==> config.mk <==
export PLATFORM = sky130hd
export DESIGN_NAME = program_sequencer
export DESIGN_NICKNAME = d
export VERILOG_FILES = /design/src/rtl/program_sequencer_pkg.sv /design/src/rtl/call_stack.sv /design/src/rtl/program_sequencer.sv
export SDC_FILE = /design/constraint.sdc
export NUM_CORES = 1
export LEC_CHECK = 0
export CORE_MARGIN = 2
export CORE_UTILIZATION = 55
export CTS_BUF_LIST = sky130_fd_sc_hd__clkbuf_2 sky130_fd_sc_hd__clkbuf_4 sky130_fd_sc_hd__clkbuf_8
export DETAILED_ROUTE_END_ITERATION = 10
export HOLD_SLACK_MARGIN = 0.06
export PLACE_DENSITY = 0.95
export SLEW_MARGIN = 30
export SYNTH_ARGS = -nofsm -noshare
export SYNTH_HDL_FRONTEND = slang
export SYNTH_HIERARCHICAL = 1
export SYNTH_SLANG_ARGS = --single-unit
==> constraint.sdc <==
create_clock -name clock -period 4.5 [get_ports clock]
set_input_delay 0.9 -clock clock [delete_from_list [all_inputs] [get_ports clock]]
set_output_delay 0.9 -clock clock [all_outputs]
set_load 0.03 [all_outputs]
==> src/rtl/program_sequencer_pkg.sv <==
// ----------------------------------------------------------------------------
// program_sequencer_pkg : op-code width and sequencing op encodings. Rev 1.0
// ----------------------------------------------------------------------------
`default_nettype none

package program_sequencer_pkg;
   localparam int OP_WIDTH = 3;

   localparam logic [OP_WIDTH-1:0] OP_NEXT = 3'd0;
   localparam logic [OP_WIDTH-1:0] OP_JMP  = 3'd1;
   localparam logic [OP_WIDTH-1:0] OP_JZ   = 3'd2;
   localparam logic [OP_WIDTH-1:0] OP_JNZ  = 3'd3;
   localparam logic [OP_WIDTH-1:0] OP_BRA  = 3'd4;
   localparam logic [OP_WIDTH-1:0] OP_CALL = 3'd5;
   localparam logic [OP_WIDTH-1:0] OP_RET  = 3'd6;
   localparam logic [OP_WIDTH-1:0] OP_HOLD = 3'd7;
endpackage

`default_nettype wire

==> src/rtl/call_stack.sv <==
// ----------------------------------------------------------------------------
// call_stack : LIFO of return addresses with occupancy counter. Rev 1.0
// ----------------------------------------------------------------------------
`default_nettype none

module call_stack #(
   parameter int DEPTH = 4,
   parameter int WIDTH = 8
) (
   input  logic             clock,
   input  logic             reset_n,
   input  logic             push,
   input  logic             pop,
   input  logic [WIDTH-1:0] wdata,
   output logic [WIDTH-1:0] rdata,
   output logic             full,
   output logic             empty
);
   localparam int CW = $clog2(DEPTH + 1);
   localparam int IW = (DEPTH > 1) ? $clog2(DEPTH) : 1;

   logic [WIDTH-1:0] mem_q [DEPTH];
   logic [WIDTH-1:0] mem_d [DEPTH];
   logic [CW-1:0]    count_q, count_d;
   logic [IW-1:0]    wr_idx, rd_idx;

   always_comb begin
      wr_idx  = IW'(count_q);
      rd_idx  = IW'(count_q - CW'(1));
      full    = (count_q == CW'(DEPTH));
      empty   = (count_q == '0);
      rdata   = mem_q[rd_idx];
      mem_d   = mem_q;
      count_d = count_q;
      if (push && !full) begin
         mem_d[wr_idx] = wdata;
         count_d       = count_q + CW'(1);
      end else if (pop && !empty) begin
         count_d = count_q - CW'(1);
      end
   end

   // Only the occupancy is reset; stale entries are never read.
   always_ff @(posedge clock) begin
      mem_q <= mem_d;
   end

   always_ff @(posedge clock or negedge reset_n) begin
      if (!reset_n) count_q <= '0;
      else          count_q <= count_d;
   end
endmodule

`default_nettype wire

==> src/rtl/program_sequencer.sv <==
// ----------------------------------------------------------------------------
// program_sequencer : program counter sequencer; call stack built only when
// PROGRAM_SEQUENCER_CALL_STACK_EN is defined. Rev 1.0
// ----------------------------------------------------------------------------
`default_nettype none

module program_sequencer
   import program_sequencer_pkg::*;
#(
   parameter int ADDR_WIDTH  = 8,
   parameter int LAST_ADDR   = 127,
   parameter int RESET_ADDR  = 0,
   parameter int STACK_DEPTH = 4
) (
   input  logic                  clock,
   input  logic                  reset_n,
   input  logic                  enable,
   input  logic [OP_WIDTH-1:0]   op,
   input  logic                  zero_flag,
   input  logic [ADDR_WIDTH-1:0] target,
   output logic [ADDR_WIDTH-1:0] pc,
   output logic                  stack_overflow,
   output logic                  stack_underflow
);
   localparam logic [ADDR_WIDTH-1:0] LAST_PC  = ADDR_WIDTH'(LAST_ADDR);
   localparam logic [ADDR_WIDTH-1:0] RESET_PC = ADDR_WIDTH'(RESET_ADDR);

   if (STACK_DEPTH < 1) begin : g_depth_check
      $error("program_sequencer: STACK_DEPTH must be at least 1");
   end

   logic [ADDR_WIDTH-1:0] pc_q, pc_d, seq;

`ifdef PROGRAM_SEQUENCER_CALL_STACK_EN
   logic                  push, pop, full, empty;
   logic [ADDR_WIDTH-1:0] rdata;
   logic                  ovf_q, ovf_d, unf_q, unf_d;

   call_stack #(
      .DEPTH (STACK_DEPTH),
      .WIDTH (ADDR_WIDTH)
   ) u_call_stack (
      .clock   (clock),
      .reset_n (reset_n),
      .push    (push),
      .pop     (pop),
      .wdata   (seq),
      .rdata   (rdata),
      .full    (full),
      .empty   (empty)
   );
`endif

   always_comb begin
      seq  = (pc_q == LAST_PC) ? '0 : pc_q + ADDR_WIDTH'(1);
      pc_d = pc_q;
`ifdef PROGRAM_SEQUENCER_CALL_STACK_EN
      push  = 1'b0;
      pop   = 1'b0;
      ovf_d = 1'b0;
      unf_d = 1'b0;
`endif
      if (enable) begin
         case (op)
            OP_NEXT: pc_d = seq;
            OP_JMP:  pc_d = target;
            OP_JZ:   pc_d = zero_flag ? target : seq;
            OP_JNZ:  pc_d = zero_flag ? seq : target;
            // Same-width add is the sign-extended offset modulo 2^ADDR_WIDTH.
            OP_BRA:  pc_d = pc_q + target;
`ifdef PROGRAM_SEQUENCER_CALL_STACK_EN
            OP_CALL: begin
               if (!full) begin
                  push = 1'b1;
                  pc_d = target;
               end else begin
                  pc_d  = seq;
                  ovf_d = 1'b1;
               end
            end
            OP_RET: begin
               if (!empty) begin
                  pop  = 1'b1;
                  pc_d = rdata;
               end else begin
                  pc_d  = seq;
                  unf_d = 1'b1;
               end
            end
`else
            OP_CALL: pc_d = target;
            OP_RET:  pc_d = seq;
`endif
            default: pc_d = pc_q;
         endcase
      end
   end

   always_ff @(posedge clock or negedge reset_n) begin
      if (!reset_n) pc_q <= RESET_PC;
      else          pc_q <= pc_d;
   end

   assign pc = pc_q;

`ifdef PROGRAM_SEQUENCER_CALL_STACK_EN
   always_ff @(posedge clock or negedge reset_n) begin
      if (!reset_n) begin
         ovf_q <= 1'b0;
         unf_q <= 1'b0;
      end else begin
         ovf_q <= ovf_d;
         unf_q <= unf_d;
      end
   end

   assign stack_overflow  = ovf_q;
   assign stack_underflow = unf_q;
`else
   assign stack_overflow  = 1'b0;
   assign stack_underflow = 1'b0;
`endif
endmodule

`default_nettype wire

==> qor.txt, run 1 <==
max reg flops: 8
Cell Pwr Density: 354 nW/um^2
Initial Util: 59.5%
RSZ-0062 raised after global routing: no
MaxCap Viol Count: 0
Vias: 1357
Yosys warning total: 6
post-synthesis compound-gate area fraction: 38.4%
ANT cells: 0
fin util: 71.1%
CTS clock-pin slew for the worst setup and hold paths: 0.05 ns
clock buffer depth: 2
Clock Skew: 0.000761 ns
CTS tree: built
endpoints failing hold: 0
Post-Syn Area: 1180 um^2
Syn-to-layout area delta: 19.6%
global route overflow: 0
Worst VDD drop: 0.312 mV
Port Buffer Count: 22
clk root buf: clkbuf_4
WL per Instance: 17.4 um
Reg2Reg Setup Slack: 2.18 ns
row count: 16
LEAKAGE: 0.589 nW
Synth Flop Type: dfrtp_1
Min-Delay Path Class: flip-flop to flip-flop
placed cells: 197
DR pass1 iterations: 4
Critical Path AT: 3.08 ns
die area: 2530 um^2
main combinational cell family by area after synthesis: compound AO/OA/AOI/OAI gates
cells after synthesis: 154
Least-Margin Pin Slew: 0.631 ns
mux contribution to synthesized area: 1.70%
ANT nets after route: 0
Final GP Congestion: 0.927
Synth Area in Adders: 10.2%
critical path class: primary input to flip-flop
most frequent cells in the layout: clkdlybuf4s50_1, nor2_1, a21oi_1, o21ai_0, inv_1
Critical Path Sink Type: flip-flop
synthesized area per cell: 7.65 um^2
Die Span X: 50.3 um
IO Pins: 25
# setup viols final: 0
Nets: 199
vias in the first global route: 1286
Req. time, crit path: 4.63 ns
XOR/XNOR Fraction of Synth Area: 5.20%
Post-DP HPWL: 2.64 mm
drt first-iter violations: 95
DR DRC count: 0
sequential fraction of the synthesis area: 17.0%
final WL: 3.48 mm
top layer in use: met4
flops & latches, synth: 8
crit path launch type: primary input
crit share post-route: 65.7%
reg-to-reg startpoint: pc[0]
ys async rst share: 100%
core area: 1980 um^2
most common cell after layout, fill and taps aside: clkdlybuf4s50_1
hold_buf cts: 0
maximum number of pins on one net before global-route repair: 17
global-route wire length before repair: 6.07 mm
Die Ht: 50.3 um
cells on worst reg2reg path: 7
share of post-route cells with drive strength above 1: 5.20%
Skew-Pair Late Insertion Delay: 0.25 ns
Max Clock Freq: 338 MHz
Setup TNS: 0 ns
post_cts resized: 0
initial antenna violation count: 0
count of cell types in the netlist: 51
CTS Buf Count: 3
Worst slew margin: 57.9%
status: complete, no violations
H-tree levels: 1
met2 wire len: 1.63 mm
met3 wire len: 252 um
CP Max Fanout: 3
CP startpoint: target[0]
global-route usage over all layers: 30.9%
hold path startpoint: pc[6]
Final Max Slew Viols: 0
Layout Cells excl Fill: 200
Period minus WS final: 2.96 ns
hold path depth: 2
post-CTS setup buffer count: 0
WL met1: 1.45 mm
via/cell ratio: 6.79
simple logic cell fraction of the synthesized area: 20.2%
CTS sink cnt: 8
Post-synth EDFFs: 0
logic make-up (layout without fill, tap and decap cells):
family                   count (synthesis)  count (layout)
other                                    1               2
adder cells (fa/ha/maj)                  9               9
flip-flops                               8               8
multiplexers                             2               2
XOR/XNOR                                 7               7
AO/OA/AOI/OAI                           63              63
buffers and inverters                   16              34
AND/OR/NAND/NOR                         48              48
power breakdown:
part | switching, mW | total (mW) | internal, mW | leakage (nW)
Sequential | 0.0396 | 0.129 | 0.0892 | 0.0941
Clock | 0.0246 | 0.0552 | 0.0305 | 0.0138
Combinational | 0.175 | 0.315 | 0.141 | 0.481
critical path, stage by stage:
cell and delay [ns]:
clkdlybuf4s50_1 0.45, ha_1 0.25, fa_1 0.42, a21o_1 0.20
a21oi_1 0.28, xnor2_1 0.12, a222oi_1 0.32, o22ai_1 0.13
cell type report:
type | count | area [um^2]
Clock buffer | 3 | 22.5
Fill cell | 145 | 572
Inverter | 9 | 33.8
Multi-Input combinational cell | 131 | 900
Sequential cell | 8 | 200
Tap cell | 27 | 33.8
Timing Repair Buffer | 22 | 220
through the flow:
| step | worst slack, ns | hold slack [ns] | total power, mW | area, um^2 |
|---|---|---|---|---|
| after floorplan | 2.08 | 0.604 | 0.341 | 1180 |
| after global placement | 1.46 | 0.630 | 0.424 | 1390 |
| final | 1.54 | 0.664 | 0.499 | 1410 |
| after detailed placement | 1.35 | 0.651 | 0.437 | 1390 |
| after CTS | 1.61 | 0.658 | 0.496 | 1410 |
| after global routing | 1.47 | 0.692 | 0.538 | 1410 |
Yosys cell counts (all sizes together), types with 3 or more instances:
cell type	number	area share (%)
and2	3	1.8
xnor2	6	4.5
o21a	4	3.2
ha	8	8.5
dfrtp	8	17
buf	7	4.1
nor3	4	1.7
o21ai	13	5.5
a21o	6	3.8
nand3	6	2.5
a21oi	13	5.8
nand2	8	2.5
a31oi	4	2.1
nor2	17	5.4
inv	9	2.9
a211oi	3	3.0
path summary, 6_finish.rpt:
check / end
min: pc[6]
max: pc[4]
min reg2reg: pc[6]
min in group asynchronous: pc[0]
max reg2reg: pc[4]
max in group asynchronous: pc[6]
routing by layer:
layer	GRT usage, %	vias up
met5	0	-
met4	13.1	0
met3	5.95	16
met2	47.6	74
met1	42.1	649
li1	-	618
(Power assumes the default switching activity.)
==> inputs of run 2 (changes only) <==
--- a/config.mk
+++ b/config.mk
@@ -6,11 +6,11 @@
 export NUM_CORES = 1
 export LEC_CHECK = 0
 export CORE_MARGIN = 2
-export CORE_UTILIZATION = 55
+export CORE_UTILIZATION = 53
 export CTS_BUF_LIST = sky130_fd_sc_hd__clkbuf_2 sky130_fd_sc_hd__clkbuf_4 sky130_fd_sc_hd__clkbuf_8
 export DETAILED_ROUTE_END_ITERATION = 10
 export HOLD_SLACK_MARGIN = 0.06
-export PLACE_DENSITY = 0.95
+export PLACE_DENSITY = 0.93
 export SLEW_MARGIN = 30
 export SYNTH_ARGS = -nofsm -noshare
 export SYNTH_HDL_FRONTEND = slang
==> constraint.sdc (replaced) <==
create_clock -name clock -period 2.9 [get_ports clock]
set_input_delay 0.58 -clock clock [delete_from_list [all_inputs] [get_ports clock]]
set_output_delay 0.58 -clock clock [all_outputs]
set_load 0.03 [all_outputs]
==> qor.txt, run 2 (synthesis gave the netlist of run 1 again) <==
status: complete, no violations
row count: 17
global-route usage over all layers: 27.1%
ANT cells: 0
final instance area: 1430 um^2
vias in the first global route: 1158
Port Buffer Count: 22
Critical Path AT: 2.61 ns
Die Ht: 51.2 um
critical path class: primary input to flip-flop
Final Total Pwr: 0.786 mW
clock buffer depth: 2
LEAKAGE: 0.603 nW
Reg power frac: 25.6%
Least-Margin Pin Slew: 0.562 ns
ANT nets after route: 0
DR pass1 iterations: 4
crit share post-route: 84.6%
RSZ-0062 raised after global routing: no
drt first-iter violations: 62
Setup TNS: 0 ns
Final Max Slew Viols: 0
die area: 2620 um^2
CP Max Fanout: 3
Worst slew margin: 62.5%
fill count: 183
most frequent cells in the layout: clkdlybuf4s50_1, nor2_1, a21oi_1, o21ai_0, inv_1
Vias: 1299
initial antenna violation count: 0
Syn-to-layout area delta: 21.7%
DR DRC count: 0
Min-Delay Path Class: primary input to async pin
Max Clock Freq: 408 MHz
Worst VDD drop: 0.455 mV
clock share of power: 12.8%
internal power: 0.406 mW
Skew-Pair Late Insertion Delay: 0.28 ns
# setup viols final: 0
hold_buf cts: 0
crit path launch type: primary input
maximum number of pins on one net before global-route repair: 15
final WL: 3.35 mm
Clock Skew: 0.00745 ns
via/cell ratio: 6.37
Cell Pwr Density: 548 nW/um^2
CTS sink cnt: 8
Nets: 202
placed cell areas: 1410 um^2
Die Span X: 51.2 um
max reg flops: 8
CTS tree: built
multi-input combinational cell area: 900 um^2
global route overflow: 0
Initial Util: 54.9%
Critical Path Sink Type: flip-flop
FF/Latch Area: 200 um^2
CTS clock-pin slew for the worst setup and hold paths: 0.07 ns
Period minus WS final: 2.45 ns
Post-DP HPWL: 2.61 mm
Req. time, crit path: 3.06 ns
CTS Buf Count: 3
sw power: 0.379 mW
Comb power frac: 61.6%
Hold Worst Slack: 0.608 ns
clk root buf: clkbuf_4
post_cts resized: 0
Final GP Congestion: 0.970
WL per Instance: 16.4 um
global-route wire length before repair: 5.22 mm
most common cell after layout, fill and taps aside: clkdlybuf4s50_1
MaxCap Viol Count: 0
IO Pins: 25
share of post-route cells with drive strength above 1: 6.82%
endpoints failing hold: 0
post-CTS setup buffer count: 0
core area: 2150 um^2
Net Sw Frac: 48.3%
H-tree levels: 1
run 2: cell count changes in the layout (fill, tap and decap cells not counted):
cell   delta
buf_4     +3
run 2: per-layer routing:
metal  track usage, %  wire [um]  share of wire, %
met1             32.7       1370                41
met5                0          0                 0
met4             11.7         71               2.1
met3             7.31        252               7.5
met2             45.0       1660                49
run 2: through the flow:
step	util, %	instances	setup WS [ns]
2_1_floorplan	-	155	0.789
3_3_place_gp	65.7	201	0.225
3_5_place_dp	65.7	201	0.159
4_1_cts	66.7	204	0.446
5_1_grt	66.7	204	0.306
6_report	66.7	204	0.447
run 2: final timing paths:
kind | slack [ns] | from | cells after the start | endpoint
hold / removal | 0.61 | reset_n | 1 | pc[5]
min in group clock | 0.65 | pc[7] | 2 | pc[7]
setup reg to reg | 0.73 | pc[0] | 7 | pc[2]
setup / recovery | 0.45 | target[0] | 8 | pc[2]
max in group asynchronous | 1.98 | reset_n | 1 | pc[2]
hold reg to reg | 0.65 | pc[7] | 2 | pc[7]
run 2: layout make-up:
| type | count | area share, % |
|---|---|---|
| clock buffers | 3 | 1.57 |
| multi-input cells | 131 | 62.7 |
| inverters | 9 | 2.36 |
| well taps | 28 | 2.44 |
| repair buffers | 25 | 16.9 |
| flip-flops and latches | 8 | 14.0 |
run 2: power groups by stage:
stage	Combinational (mW)	Sequential [mW]	Clock, mW
2_1_floorplan	0.295	0.234	0
3_3_place_gp	0.463	0.196	0
3_5_place_dp	0.477	0.201	0
4_1_cts	0.482	0.199	0.0982
5_1_grt	0.525	0.206	0.106
6_report	0.484	0.201	0.100
run 2: critical path, cell delays in order:
cell             delay (ns)
clkdlybuf4s50_1        0.45
ha_1                   0.24
fa_1                   0.41
xnor2_1                0.18
o21ai_0                0.12
a221oi_2               0.27
o21ai_1                0.10
o221a_1                0.24
==> RTL edit 1, RTL diff (config.mk and constraints of run 2) <==
Build with the macro `PROGRAM_SEQUENCER_CALL_STACK_EN` defined.
--- a/src/rtl/program_sequencer.sv
+++ b/src/rtl/program_sequencer.sv
@@ -3,6 +3,8 @@
 // PROGRAM_SEQUENCER_CALL_STACK_EN is defined. Rev 1.0
 // ----------------------------------------------------------------------------
 `default_nettype none
+
+`define PROGRAM_SEQUENCER_CALL_STACK_EN
 
 module program_sequencer
    import program_sequencer_pkg::*;
Formal check against the unedited RTL: not equivalent (Yosys sat finds a counterexample within 4 cycles, from zero or initial values and one cycle with reset_n low).
==> RTL edit 1 against run 2 <==
Cell area increased by 110%. Global-route usage decreased by 3.7 points. Worst hold slack got worse by 0.039 ns. Sequential cell count increased by 37. Total power increased to 3.2 times the old value. Count of clock-buffer cells in the layout increased by 2. Wire length increased by 77%. Largest power group unchanged. Synthesized area increased by 130%. Worst setup slack improved by 0.032 ns. Critical path type is now flip-flop to flip-flop.
==> RTL edit 1: results (changes against run 2) <==
reg-to-reg slack, setup=0.48 ns (-0.25 ns); clock-pin transition on the worst setup and hold timing paths=0.09 ns (+0.02 ns); reg2reg path depth=9 (+2); largest net degree at the start of global routing=16 (+1); worst-skew pair later-pin latency=0.30 ns (+0.02 ns); Total Nets Final=288 (+43%); Syn Area/Cell=11.5 sq um (+51%); Worst slew margin=0.529 (-0.0966); synth top area cells=edfxtp_1, dfrtp_1, mux4_2; post-route insts no fill=327 (+60%); total CTS buffers=5 (+2); Clock Tree Root=clkbuf_8; CP Data Arrival Time=2.60 ns (about the same); Synth cell types=58 (+14%); vias=2041 (+57%); DP Wirelength=4330 um (+66%); Slowest-stage cell, CP=dfrtp_1; Inst Count DP=319 (+59%); Async SR Flop Fraction=0.289 (-0.711); Final Wtd Congestion=0.948 (-2.3%); drt wl/cell=18.2 um (+11%); peak supply drop=430 uV (-5.4%); I/O Buffers=24 (+9.1%); register area share after synthesis=0.483 (+0.313); reg2reg end=pc[7]; DP Area=0.00298 sq mm (+110%); outcome=finished clean; EDFF count, synth=32 (+32); crit-path max FO=8 (+5); crit path launch type=flip-flop; max incr delay on CP=0.43 ns (-0.02 ns); max FFs per register=32 (+24); Place WS=0.223 ns (+0.0641 ns)
-- RTL edit 1: cell count changes after synthesis, moves of 5 or more --
cell      before  now
edfxtp_1       0   32
nand2_1        8   21
mux4_2         0    8
and2_1         2    7
dfrtp_1        8   13
ha_1           8   13
-- RTL edit 1: worst reg2reg max path, cell delays in order, from the launching register on --
cell	delay [ns]
dfrtp_1	0.43
inv_1	0.14
ha_1	0.28
nand2_1	0.16
inv_1	0.16
nand2_1	0.11
a32o_1	0.42
a221o_1	0.36
a21oi_1	0.13
o221ai_1	0.12
-- RTL edit 1: logic make-up (layout without fill, tap and decap cells) --
logic type	after synthesis	in the layout	synth area share
AO/OA/AOI/OAI	60	60	0.163
XOR/XNOR	7	7	0.0230
adder cells (fa/ha/maj)	14	14	0.0686
buffers and inverters	21	50	0.0409
flip-flops	45	45	0.483
multiplexers	11	11	0.0813
AND/OR/NAND/NOR	73	73	0.141
-- RTL edit 1: final cells by class --
type / instances / area (sq um) / share of cell area
flip-flops and latches: 45 / 1290 / 0.419
multi-input cells: 165 / 1270 / 0.413
repair buffers: 32 / 300 / 0.0978
well taps: 67 / 83.8 / 0.0273
clock buffers: 5 / 68.8 / 0.0224
inverters: 10 / 40.0 / 0.0130
clock inverters: 3 / 22.5 / 0.00733
-- RTL edit 1: stage by stage --
stage	utilization	hold WS, ns
floorplan	-	0.284
global placement	0.622	0.546
detailed placement	0.622	0.559
CTS	0.642	0.571
global route	0.642	0.586
finish	0.642	0.569
-- RTL edit 1: how the worst max path moves through the flow --
stage / end / slack, ns / cells past startpoint
after global placement: pc[6] / 0.28 / 9
after CTS: pc[7] / 0.49 / 9
after floorplan: u_call_stack/mem_q[24] / 0.60 / 7
after detailed placement: pc[7] / 0.22 / 7
final: pc[7] / 0.48 / 9
after global routing: pc[7] / 0.25 / 9
-- RTL edit 1: routing by layer --
layer  vias to the layer above  share of wire  GRT usage  wire, um
met5                         -              0          0         0
met4                         0          0.027     0.0853       159
met3                        15          0.075     0.0428       449
met2                        94           0.48      0.372      2830
met1                       992           0.42      0.325      2510
li1                        940              -          -         -
-- RTL edit 1: power by group --
part           leakage [nW]  internal (W)  switching, W
Sequential            0.443      0.000828      0.000118
Combinational         0.639      0.000511      0.000660
Clock                0.0481      0.000171      0.000226
==> RTL edit 2, RTL diff (config.mk and constraints of run 2) <==
Without the edit above. Remove the case item `OP_BRA` of the case on `op`.
--- a/src/rtl/program_sequencer.sv
+++ b/src/rtl/program_sequencer.sv
@@ -67,7 +67,6 @@
             OP_JZ:   pc_d = zero_flag ? target : seq;
             OP_JNZ:  pc_d = zero_flag ? seq : target;
             // Same-width add is the sign-extended offset modulo 2^ADDR_WIDTH.
-            OP_BRA:  pc_d = pc_q + target;
 `ifdef PROGRAM_SEQUENCER_CALL_STACK_EN
             OP_CALL: begin
                if (!full) begin
Behaviour: not the same (a bounded check fails within 4 cycles, from zero or initial values and one cycle with reset_n low).
==> RTL edit 2 against run 2 <==
Register-to-register slack better by 0.72 ns. Cell area is 36% lower. Wire length is 53% lower. Total power is 26% lower. Worst hold slack worse by 0.034 ns. Worst setup slack better by 0.36 ns. Core utilization is 7.1 points higher. Synthesized area is 41% lower. Sequential cell count stayed put. Global-route usage is 3.3 points lower.
==> RTL edit 2: results (changes against run 2) <==
synth top area cells=dfrtp_1, mux2i_1, a21oi_1; met1 Usage GRT=0.306 (-0.0215); fin util=0.738 (+0.0708); post-CTS setup buffer count=0 (unchanged); Slowest-stage cell, CP=clkdlybuf4s50_1; cells after synthesis=78 (-49%); GR Layer Usage met2=0.371 (-0.0792); register area share after synthesis=0.290 (+0.120); met3 usage=0.0500 (-0.0231); outcome=finished clean; Synth Flop Type=dfrtp_1; Post-Synth XOR/XNOR Area=0.0254 (-0.0267); DP Area=902 sq um (-36%); peak supply drop=403 uV (-11%); Switch Pwr=0.000250 W (-34%); Synth cell types=34 (-33%); Total Nets Final=118 (-42%); worst-skew pair later-pin latency=0.27 ns; Clock Tree Root=clkbuf_4; Inst Count DP=112 (-44%); Place WS=0.506 ns (+0.347 ns); clock group share of total power=0.156 (+0.028); Total Routing Usage GR=0.239 (-0.0328); worst min path class=flip-flop to flip-flop; max incr delay on CP=0.64 ns (+0.19 ns); initial antenna violation count=0 (unchanged); max FFs per register=8 (unchanged); DRT met1 WL=701 um (-49%); total CTS buffers=3 (unchanged); post-synthesis compound-gate area fraction=0.257 (-0.127); drt wl/cell=13.7 um (-17%); ANT cells=0 (unchanged); Gate power share=0.517 (-0.099); vias in the first global route=571 (-51%); Int Pwr=0.000330 W (-19%); largest net degree at the start of global routing=14 (-1); clock-pin transition on the worst setup and hold timing paths=0.06 ns; Biggest consumer=combinational cells; Synthesis Warnings=6 (unchanged); DR vias/cell=5.83 (-8.4%); adder and majority cell fraction of the synthesized area=0.0181 (-0.0838); CP delay by family, top=buffers and inverters; max layer used=met4; fillers=98 (-46%); met3 wire length=80 um (-68%); Pleak=0.393 nW (-35%); DR iter-0 viols=5 (-92%); vias=671 (-48%); crit-path max FO=13 (+10); first-pass GRT wire length=2500 um (-52%); mux cell area share after synthesis=0.101 (+0.0845); Post-synth top cells=a21oi_1, dfrtp_1, mux2i_1, nand2_1, inv_1; met2 WL=754 um (-54%); layout cells sized above 1=0.100 (+0.0318); Final Wtd Congestion=0.762 (-21%); CP Data Arrival Time=2.24 ns (-0.37 ns); DRT Pass-1 Iters=4 (unchanged); clk_skew=0.00502 ns (-0.00242 ns)
-- RTL edit 2: changes by cell type after synthesis, sizes merged, moves of 5 or more --
| cell | run 2 | this run |
|---|---|---|
| nor2 | 17 | 3 |
| xnor2 | 6 | 0 |
| ha | 8 | 1 |
| a21oi | 13 | 8 |
| a21o | 6 | 0 |
| o21ai | 13 | 2 |
| mux2i | 2 | 7 |
-- RTL edit 2: path summary, 6_finish.rpt --
check	startpoint	endpoint	slack (ns)	depth (start not counted)
max in group asynchronous	reset_n	pc[1]	2.04	1
min in group asynchronous	reset_n	pc[5]	0.59	1
setup reg to reg	pc[0]	pc[5]	1.45	5
hold reg to reg	pc[4]	pc[4]	0.57	1
hold / removal	pc[4]	pc[4]	0.57	1
setup / recovery	op[0]	pc[7]	0.81	6
-- RTL edit 2: final cells by class --
type                            count  share of cell area
Timing Repair Buffer               24               0.254
Clock buffer                        3              0.0244
Tap cell                           15              0.0203
Sequential cell                     8               0.217
Inverter                            6              0.0244
Multi-Input combinational cell     59               0.460
